===== config.mk =====
export PLATFORM = sky130hd
export DESIGN_NAME = rf_dump_reader
export DESIGN_NICKNAME = d
export VERILOG_FILES = /design/src/rtl/rf_dump_reader.sv
export SDC_FILE = /design/constraint.sdc
export NUM_CORES = 1
export LEC_CHECK = 0
export BUFFER_PORTS_ARGS = -buffer_cell sky130_fd_sc_hd__buf_2
export CORE_MARGIN = 8
export CORE_UTILIZATION = 50
export DETAILED_ROUTE_END_ITERATION = 10
export HOLD_SLACK_MARGIN = 0.1
export PLACE_DENSITY = 0.8
export SLEW_MARGIN = 20
export SYNTH_ARGS = -nofsm -noshare
export SYNTH_HDL_FRONTEND = slang
export SYNTH_SLANG_ARGS = --single-unit

===== constraint.sdc =====
create_clock -name clk -period 4.5 [get_ports clk]
set_input_delay 0.225 -clock clk [delete_from_list [all_inputs] [get_ports clk]]
set_output_delay 0.225 -clock clk [all_outputs]
set_load 0.005 [all_outputs]

===== src/rtl/rf_dump_reader.sv =====
// Debug register-file dump engine: halts the pipeline, walks registers
// FIRST_REG..LAST_REG through read port 1 and streams (index, value) beats
// over a valid/ready interface.
module rf_dump_reader #(
  parameter int unsigned FIRST_REG = 0,
  parameter int unsigned LAST_REG  = 15
) (
  input  logic        clk,
  input  logic        rst,
  input  logic        start,
  input  logic        abort,
  input  logic        halt_ack,
  output logic        halt_req,
  output logic        rd_sel,
  output logic [3:0]  rd_reg,
  input  logic [15:0] rd_data,
  output logic        out_valid,
  input  logic        out_ready,
  output logic [15:0] out_data,
  output logic [3:0]  out_idx,
  output logic        busy,
  output logic        done
);

  localparam logic [3:0] FIRST_IDX = 4'(FIRST_REG);
  localparam logic [3:0] LAST_IDX  = 4'(LAST_REG);

  typedef enum logic [2:0] {IDLE, HALT, READ, SEND, DONE} state_t;

  state_t     state, state_next;
  logic [3:0] idx, idx_next;

  // Next-state and next-index selection; abort outranks out_ready.
  always_comb begin
    state_next = state;
    idx_next   = idx;
    unique case (state)
      IDLE: begin
        if (start) begin
          state_next = HALT;
          idx_next   = FIRST_IDX;
        end
      end
      HALT: begin
        if (abort)         state_next = IDLE;
        else if (halt_ack) state_next = READ;
      end
      READ: begin
        state_next = abort ? IDLE : SEND;
      end
      SEND: begin
        if (abort) begin
          state_next = IDLE;
        end else if (out_ready) begin
          // Compare before incrementing so LAST_REG=15 never wraps idx.
          if (idx == LAST_IDX) begin
            state_next = DONE;
          end else begin
            state_next = READ;
            idx_next   = idx + 4'd1;
          end
        end
      end
      DONE: begin
        state_next = IDLE;
      end
      default: state_next = IDLE;
    endcase
  end

  // State, index and read-port register; rd_reg is loaded only on entry
  // to READ so it holds its last value everywhere else.
  always_ff @(posedge clk or posedge rst) begin
    if (rst) begin
      state  <= IDLE;
      idx    <= FIRST_IDX;
      rd_reg <= '0;
    end else begin
      state <= state_next;
      idx   <= idx_next;
      if (state_next == READ && state != READ) rd_reg <= idx_next;
    end
  end

  // Capture the read-port value while this block owns the mux.
  always_ff @(posedge clk or posedge rst) begin
    if (rst) begin
      out_data <= '0;
      out_idx  <= '0;
    end else if (state == READ) begin
      out_data <= rd_data;
      out_idx  <= idx;
    end
  end

  // Control outputs decoded purely from the state register.
  always_comb begin
    halt_req  = 1'b0;
    rd_sel    = 1'b0;
    out_valid = 1'b0;
    busy      = 1'b1;
    done      = 1'b0;
    unique case (state)
      IDLE:    busy = 1'b0;
      HALT:    halt_req = 1'b1;
      READ:    begin halt_req = 1'b1; rd_sel = 1'b1; end
      SEND:    begin halt_req = 1'b1; out_valid = 1'b1; end
      DONE:    done = 1'b1;
      default: busy = 1'b0;
    endcase
  end

endmodule


==> flow_metrics.tcl, run 1 <==
set metrics [dict create \
    synth_top_family_by_area "multiplexers" \
    crit_slowest_cell "dfrtp_1" \
    nets 182 \
    maxCapViolCount 0 \
    pin_count 51 \
    ir_worst_vdd_mv 0.4239 \
    regToRegStartpoint "state[0]" \
    final_common_cell "buf_2" \
    synth-compound-area-share 0.08831 \
    row_count 19 \
    diodes 0 \
    path_buf_inv 2 \
    p_comb_frac 0.345 \
    crit_path_start "state[1]" \
    synth_area_um2 1445 \
    synth_nets 129 \
    end_kind "output port" \
    holdCritStartpoint "rd_data[7]" \
    crit_chain "nor3b_2 -> buf_4 -> buf_2" \
    overflow 0 \
    avgSynthCellArea_um2 13.63 \
    synthCells 106 \
    start_kind "flop" \
    synthSimpleGateAreaFrac 0.1221 \
    crit_required_ns 4.28 \
    vias 1044 \
    rsz0062_at_grt "false" \
    grt_first_pass_wirelength_mm 5.030 \
    yosysUniqueCellTypes 37 \
    drive_gt1_frac 0.5563 \
    status "complete, no violations" \
    drt-met1-wl_mm 1.207 \
    topRoutingLayerUsed "met4" \
    power.leakage_nw 0.9043 \
    ys.flop_type "dfrtp_1" \
    dp_hpwl_mm 2.237 \
    largest_register_ffs 16 \
    numCtsBuffers 5 \
    intPower_mw 0.6107 \
    cp_top_family "flip-flops" \
    syn_to_final_growth_pct 21.30 \
    max_stage_delay_ns 0.61 \
    grt_max_degree 32 \
    synth_mux_area_frac 0.1913 \
    chipHeight_um 69.76 \
    met3WireLength_um 317 \
    worstPathMaxFanout 21 \
    clk_pin_slew_worst_paths_ns 0.09 \
    layout_min_cycle_time_ns 1.872 \
    die_area_um2 4866 \
    crit_type "reg -> out" \
    finalMaxSlewViolations 0 \
    antenna_found_initial 0 \
    clk_path_buf_depth 2 \
    grt_usage 0.1288 \
    grt_pass1_vias 1072 \
    cts_setup_buffers 0 \
    most-common-layout-cells "buf_2, dfrtp_1, mux2_2, clkbuf_4, inv_1" \
    setup_viol 0 \
    worstMarginPinSlew_ns 0.6329 \
    routedWlPerCell_um 15.82 \
    synth-xor-area-share 0.006061 \
    hold_ws_ns 0.1241 \
    wl_mm 3.021 \
    core_area_um2 2758 \
    synth_edf_count 0 \
    power.total_mw 0.8873 \
    power_density_nw_per_um2 506.2 \
    synth_seq_area_share 0.5368 \
    cts_resized 0 \
    gp_congestion 0.8519 \
    dr.pass1.iters 4 \
    cts_hold_buffers 0 \
    routed_via_density 5.466 \
    switchingPower_mw 0.2766 \
    switching_share 0.3118 \
    regMostFlops "out_data" \
    wl_met2_mm 1.432 \
    htreeDepth 2 \
    drc 0 \
    clkLatencyLatePin_ns 0.33 \
    finalCritPeriodShare 0.4159 \
    yosys_register_bits 31 \
    cts_root_buf "clkbuf_4" \
    hp-class "in -> reg" \
    fmax_mhz 534.3 \
    die_w_um 69.76 \
    cts_tree "done" \
    async_reset_ff_frac 1.000 \
    worstPathArrival_ns 1.65 \
    hold_violations 0 \
    ys_warn_count 0 \
    seqPwrFrac 0.487 \
    skew_ns 0.005409 \
    relSlewSlack 0.5775 \
    start_util 0.5240 \
    cts.sinks 31 \
    portBuffers 50 \
    p_clk_frac 0.169 \
    drt-initial-drc-count 40 \
    antenna_left 0 \
    fin_tns_setup_ns 0 \
    synthAdderAreaFrac 0.008658 \
]
## area by class of cell
type                            instances  area (um^2)
Sequential cell                        31        775.7
Tap cell                               31        38.79
Timing Repair Buffer                   52        267.8
Inverter                                5        18.77
Fill cell                             214         1005
Clock buffer                            7        45.04
Clock inverter                          1        5.005
Multi-Input combinational cell         64        601.8
## layer usage
metal	vias to the layer above	global-route usage
li1	496	-
met2	46	0.1949
met3	9	0.06581
met5	-	0
met4	0	0.08482
met1	493	0.1377
## cells in the mapped netlist (2+ instances only)
| cell | number | area (um^2) |
|---|---|---|
| inv_1 | 5 | 18.77 |
| buf_2 | 3 | 15.01 |
| nor4_1 | 2 | 12.51 |
| buf_6 | 3 | 33.78 |
| dfrtp_1 | 31 | 775.7 |
| nor2_1 | 2 | 7.510 |
| mux2_4 | 2 | 30.03 |
| mux2_2 | 21 | 236.5 |
| nor2b_1 | 2 | 12.51 |
| nand2_1 | 3 | 11.26 |
| o22ai_1 | 2 | 12.51 |
| a21oi_1 | 2 | 10.01 |
| nand3_1 | 2 | 10.01 |
| nor3_1 | 3 | 15.01 |
## power by group through the flow
stage	combinational, mW	sequential, mW	clock [mW]
3_3_place_gp	0.304	0.430	0
4_1_cts	0.314	0.432	0.158
2_1_floorplan	0.191	0.430	0
6_report	0.306	0.432	0.150
3_5_place_dp	0.312	0.438	0
5_1_grt	0.339	0.447	0.166
## worst reg2reg max path: cells and delay by family (launching register included)
kind | cells | cell delay [ns]
simple gates | 1 | 0.15
compound gates | 2 | 0.67
mux | 1 | 0.30
flops | 1 | 0.60
## worst paths after layout
check	end	slack, ns	cells past startpoint
max in group asynchronous	idx[1]	3.57	3
hold / removal	out_data[7]	0.12	2
setup reg to reg	rd_reg[3]	2.67	4
setup / recovery	rd_sel	2.63	3
hold reg to reg	out_idx[2]	0.51	1
min in group asynchronous	out_data[11]	0.52	3
## stage by stage
step / instance area (um^2) / utilization / setup WS, ns / cells
after floorplan: 1445 / - / 2.957 / 106
after global placement: 1693 / 0.6139 / 2.771 / 182
after detailed placement: 1693 / 0.6139 / 2.674 / 182
after CTS: 1743 / 0.6320 / 2.616 / 190
after global routing: 1753 / 0.6357 / 2.481 / 191
final: 1753 / 0.6357 / 2.628 / 191
## logic make-up (layout without fill, tap and decap cells)
| kind of cell | count (synthesis) | in the layout |
|---|---|---|
| flops | 31 | 31 |
| mux | 24 | 24 |
| simple gates | 23 | 23 |
| compound gates | 15 | 15 |
| buf+inv | 11 | 65 |
| fa+ha+maj | 1 | 1 |
| xor+xnor | 1 | 1 |
Note: power is estimated with default switching activity, not from simulation.
==> inputs of run 2 (changes only) <==
--- a/config.mk
+++ b/config.mk
@@ -7,10 +7,10 @@
 export LEC_CHECK = 0
 export BUFFER_PORTS_ARGS = -buffer_cell sky130_fd_sc_hd__buf_2
 export CORE_MARGIN = 8
-export CORE_UTILIZATION = 50
+export CORE_UTILIZATION = 44
 export DETAILED_ROUTE_END_ITERATION = 10
 export HOLD_SLACK_MARGIN = 0.1
-export PLACE_DENSITY = 0.8
+export PLACE_DENSITY = 0.75
 export SLEW_MARGIN = 20
 export SYNTH_ARGS = -nofsm -noshare
 export SYNTH_HDL_FRONTEND = slang
==> constraint.sdc (replaced) <==
create_clock -name clk -period 1.7 [get_ports clk]
set_input_delay 0.085 -clock clk [delete_from_list [all_inputs] [get_ports clk]]
set_output_delay 0.085 -clock clk [all_outputs]
set_load 0.005 [all_outputs]
==> flow_metrics.tcl, run 2 (synthesis results as in run 1) <==
set metrics [dict create \
    reg2reg_slack_ns 0.09 \
    finalMaxSlewViolations 0 \
    die_w_um 73.31 \
    multi_input_area_um2 615.6 \
    pin_count 51 \
    switching_share 0.3045 \
    largest_register_ffs 16 \
    max_stage_delay_ns 0.46 \
    chipHeight_um 73.31 \
    finalCritPeriodShare 0.9464 \
    diodes 0 \
    maxCapViolCount 0 \
    end_kind "output port" \
    core_area_um2 3232 \
    most-common-layout-cells "buf_2, dfrtp_1, mux2_2, dlygate4sd3_1, buf_4" \
    worstPathMaxFanout 21 \
    grt_max_degree 32 \
    relSlewSlack 0.7507 \
    hold_violations 0 \
    layout_min_cycle_time_ns 1.609 \
    clk_pin_slew_worst_paths_ns 0.09 \
    switchingPower_mw 0.7934 \
    grt_first_pass_wirelength_mm 5.892 \
    clkLatencyLatePin_ns 0.34 \
    power.leakage_nw 1.036 \
    status "complete, no violations" \
    dp_hpwl_mm 2.413 \
    setup_viol 0 \
    cp_top_family "buffers and inverters" \
    regArea_um2 778.2 \
    path_buf_inv 3 \
    fmax_mhz 621.6 \
    final_common_cell "buf_2" \
    antenna_found_initial 0 \
    cts.sinks 31 \
    worstMarginPinSlew_ns 0.3740 \
    crit_required_ns 1.62 \
    htreeDepth 2 \
    gp_congestion 0.8273 \
    row_count 21 \
    overflow 0 \
    p_comb_frac 0.374 \
    n_fill_cell 245 \
    crit_type "reg -> out" \
    syn_to_final_growth_pct 43.98 \
    grt_usage 0.1405 \
    portBuffers 50 \
    antenna_left 0 \
    clk_path_buf_depth 2 \
    regMostFlops "out_data" \
    hold_ws_ns 0.1307 \
    start_kind "flop" \
    crit_chain "buf_4 -> nor3b_4 -> buf_12 -> buf_2" \
    ir_worst_vdd_mv 0.8495 \
    cts_root_buf "clkbuf_4" \
    routedWlPerCell_um 14.40 \
    drt-initial-drc-count 36 \
    power.total_mw 2.605 \
    nets 210 \
    grt_pass1_vias 1275 \
    drive_gt1_frac 0.5479 \
    worstPathArrival_ns 1.52 \
    vias 1136 \
    drc 0 \
    numCtsBuffers 5 \
    intPower_mw 1.812 \
    routed_via_density 4.855 \
    die_area_um2 5374 \
    power_density_nw_per_um2 1252 \
    seqPwrFrac 0.437 \
    crit_slowest_cell "dfrtp_2" \
    cts_tree "done" \
    wl_mm 3.369 \
    hp-class "in -> reg" \
    p_clk_frac 0.190 \
    dr.pass1.iters 4 \
    start_util 0.4472 \
    skew_ns 0.006095 \
]
run 2: changes by cell type in the layout (fill, tap and decap cells not counted), moves of 2 or more:
cell	previous run	this run
clkbuf_8	0	2
clkbuf_1	2	0
dfrtp_2	0	2
dlygate4sd3_1	1	20
dfrtp_1	31	29
buf_4	1	9
run 2: power groups by stage:
stage                     clock, mW  sequential [mW]  combinational [mW]
after floorplan                   0             1.14               0.506
after global placement            0             1.13               0.887
after detailed placement          0             1.15               0.911
after CTS                     0.505             1.15               0.955
after global routing          0.537             1.18                1.07
final                         0.494             1.14               0.974
run 2: final timing paths:
check | from | endpoint | cells after the start
hold reg to reg | out_data[8] | out_data[8] | 1
max in group asynchronous | rst | state[1] | 4
setup / recovery | state[0] | rd_sel | 4
hold / removal | out_ready | state[0] | 4
min in group asynchronous | rst | out_data[4] | 4
setup reg to reg | state[2] | rd_reg[2] | 4
run 2: metrics by stage:
step | utilization | cell area (um^2) | setup TNS (ns) | cells | setup slack (ns)
3_3_place_gp | 0.5497 | 1777 | 0 | 204 | 0.07337
2_1_floorplan | - | 1445 | 0 | 106 | 0.1574
4_1_cts | 0.6369 | 2058 | 0 | 232 | 0.01809
5_1_grt | 0.6438 | 2081 | -0.005672 | 234 | -0.005672
6_report | 0.6438 | 2081 | 0 | 234 | 0.09115
3_5_place_dp | 0.5497 | 1777 | 0 | 204 | 0.00004208
run 2: metal layers:
metal / wire length (um) / up-vias / global-route usage
li1: - / 547 / -
met1: 1354 / 539 / 0.1535
met2: 1643 / 46 / 0.2304
met3: 335 / 4 / 0.07503
met4: 36 / 0 / 0.03991
met5: 0 / - / 0
run 2: cell type report:
| class | count | share of cell area |
|---|---|---|
| Sequential cell | 31 | 0.3740 |
| Multi-Input combinational cell | 64 | 0.2959 |
| Timing Repair Buffer | 80 | 0.2586 |
| Clock buffer | 7 | 0.03127 |
| Tap cell | 46 | 0.02766 |
| Inverter | 5 | 0.009020 |
| Clock inverter | 1 | 0.003608 |
run 2: repair_timing:
action	in CTS	in global routing
hold endpoints to repair	49	0
gates resized for setup	3	2
cloned	0	0
buffers inserted	0	2
pin swaps	0	0
setup endpoints to repair	3	3
hold buffers	20	0
run 2: worst min-delay path, cell delays in order:
cell,delay (ns)
buf_2,0.14
a21oi_1,0.08
nand2_1,0.06
a21oi_1,0.06
==> inputs of run 3 (changes only) <==
--- a/config.mk
+++ b/config.mk
@@ -5,7 +5,7 @@
 export SDC_FILE = /design/constraint.sdc
 export NUM_CORES = 1
 export LEC_CHECK = 0
-export BUFFER_PORTS_ARGS = -buffer_cell sky130_fd_sc_hd__buf_2
+export BUFFER_PORTS_ARGS = -buffer_cell sky130_fd_sc_hd__buf_4
 export CORE_MARGIN = 8
 export CORE_UTILIZATION = 44
 export DETAILED_ROUTE_END_ITERATION = 10
==> flow_metrics.tcl, run 3 (synthesis results as in run 1) <==
set metrics [dict create \
    regToRegStartpoint "state[0]" \
    power_density_nw_per_um2 1230 \
    dpl-instance-area_um2 1894 \
    dpl.cell_count 203 \
    r2r_cells 4 \
    r2r_end "rd_reg[2]" \
    most-common-layout-cells "buf_4, dfrtp_1, mux2_2, dlygate4sd3_1" \
    ir_worst_vdd_mv 0.8300 \
    holdCritStartpoint "halt_ack" \
    antenna_found_initial 0 \
    worstPathArrival_ns 1.85 \
    setup_slack_ns 0.07495 \
    path_buf_inv 0 \
    layout_min_cycle_time_ns 1.625 \
    start_util 0.4472 \
    use_met2 0.2274 \
    numCtsBuffers 5 \
    crit_required_ns 1.92 \
    antenna_left 0 \
    pin_count 51 \
    pre_cts_ws_ns -0.02103 \
    overflow 0 \
    diodes 0 \
    power.leakage_nw 1.070 \
    die_area_um2 5374 \
    end_kind "flop" \
    switchingPower_mw 0.8115 \
    max_stage_delay_ns 0.45 \
    dp_hpwl_mm 2.431 \
    skew_ns 0.005231 \
    cp_top_family "compound AO/OA/AOI/OAI gates" \
    die_w_um 73.31 \
    grt_max_degree 32 \
    final_core_util 0.6787 \
    largest_register_ffs 16 \
    reg2reg_slack_ns 0.07 \
    fin_area_um2 2193 \
    row_count 21 \
    cts_tree "done" \
    drc 0 \
    hp-class "in -> reg" \
    final_common_cell "buf_4" \
    cts_root_buf "clkbuf_4" \
    maxCapViolCount 0 \
    crit_slowest_cell "dfrtp_2" \
    p_clk_frac 0.149 \
    grtUsageMet1 0.1625 \
    nets 210 \
    grt_usage 0.1457 \
    chipHeight_um 73.31 \
    htreeDepth 2 \
    fmax_mhz 615.4 \
    grt_pass1_vias 1265 \
    status "complete, no violations" \
    gr-max-usage-layer "met2" \
    core_area_um2 3232 \
    gp_congestion 0.8567 \
    worstHoldEndpoint "state[0]" \
    relSlewSlack 0.7447 \
    regMostFlops "out_data" \
    rsz0062_at_grt "false" \
    routedWlPerCell_um 15.65 \
    routed_via_density 4.996 \
    min_path_cells 4 \
    worstPathMaxFanout 6 \
    fin_tns_setup_ns 0 \
    drive_gt1_frac 0.5266 \
    dr.pass1.iters 3 \
    p_comb_frac 0.428 \
    met3_usage 0.08458 \
    clkLatencyLatePin_ns 0.33 \
    vias 1169 \
    seqPwrFrac 0.423 \
    setup_viol 0 \
    grt_first_pass_wirelength_mm 6.009 \
    cts.sinks 31 \
    syn_to_final_growth_pct 51.77 \
    finalMaxSlewViolations 0 \
    clk_path_buf_depth 2 \
    stdcell_count 234 \
    finalCritPeriodShare 0.9559 \
    clk_pin_slew_worst_paths_ns 0.09 \
    hold_violations 0 \
    crit_chain "nor3b_1 -> o311ai_2 -> a21bo_2 -> mux2_4" \
    portBuffers 50 \
    crit_type "reg -> reg" \
    start_kind "flop" \
    switching_share 0.3009 \
    n_fill_cell 244 \
    drt-initial-drc-count 34 \
    intPower_mw 1.886 \
    wl_mm 3.662 \
    worstMarginPinSlew_ns 0.3829 \
]
run 3: layer usage:
metal	wire length, um	up-vias
li1	-	552
met1	1450	568
met2	1775	42
met3	381	7
met4	55	0
met5	0	-
run 3: how the worst max path moves through the flow:
stage,startpoint,to,slack (ns),cells after the start
after floorplan,idx[0],rd_reg[2],0.16,5
after global placement,state[0],rd_reg[2],0.08,4
after detailed placement,state[1],rd_reg[2],-0.02,4
after CTS,state[0],rd_sel,0.007,4
after global routing,state[0],rd_sel,0.007,4
final,state[0],rd_reg[2],0.07,4
run 3: power by group through the flow:
stage               Clock [mW]  Combinational [mW]  Sequential [mW]
floorplan                    0               0.506             1.14
global placement             0                1.03             1.14
detailed placement           0                1.06             1.15
CTS                      0.422                1.10             1.14
global route             0.452                1.25             1.17
finish                   0.402                1.15             1.14
run 3: stage by stage:
stage	power, mW	hold slack (ns)
after global placement	2.170	0.1904
final	2.697	0.1171
after global routing	2.873	0.1117
after CTS	2.661	0.1034
after detailed placement	2.212	0.1930
after floorplan	1.644	0.1885
run 3: cell type report:
cell class / count / area (um^2) / share of cell area
inverter: 5 / 18.77 / 0.008557
timing repair buffer: 80 / 680.7 / 0.3103
clock buffer: 7 / 45.04 / 0.02054
sequential: 31 / 778.2 / 0.3548
multi-input combinational: 64 / 608.1 / 0.2772
tap: 46 / 57.56 / 0.02624
clock inverter: 1 / 5.005 / 0.002282
run 3: repair_timing:
action	4_1_cts	5_1_grt
gates cloned	0	1
hold buffers	20	0
setup endpoints to repair	2	5
endpoints found under the hold margin	49	0
buffers inserted	0	2
pin swaps	0	1
gates resized for setup	1	3
run 3: worst reg2reg max path: stages (launching register included):
cell      delay (ns)
dfrtp_2         0.45
nor3b_1         0.17
o311ai_2        0.29
a21bo_2         0.31
mux2_4          0.30
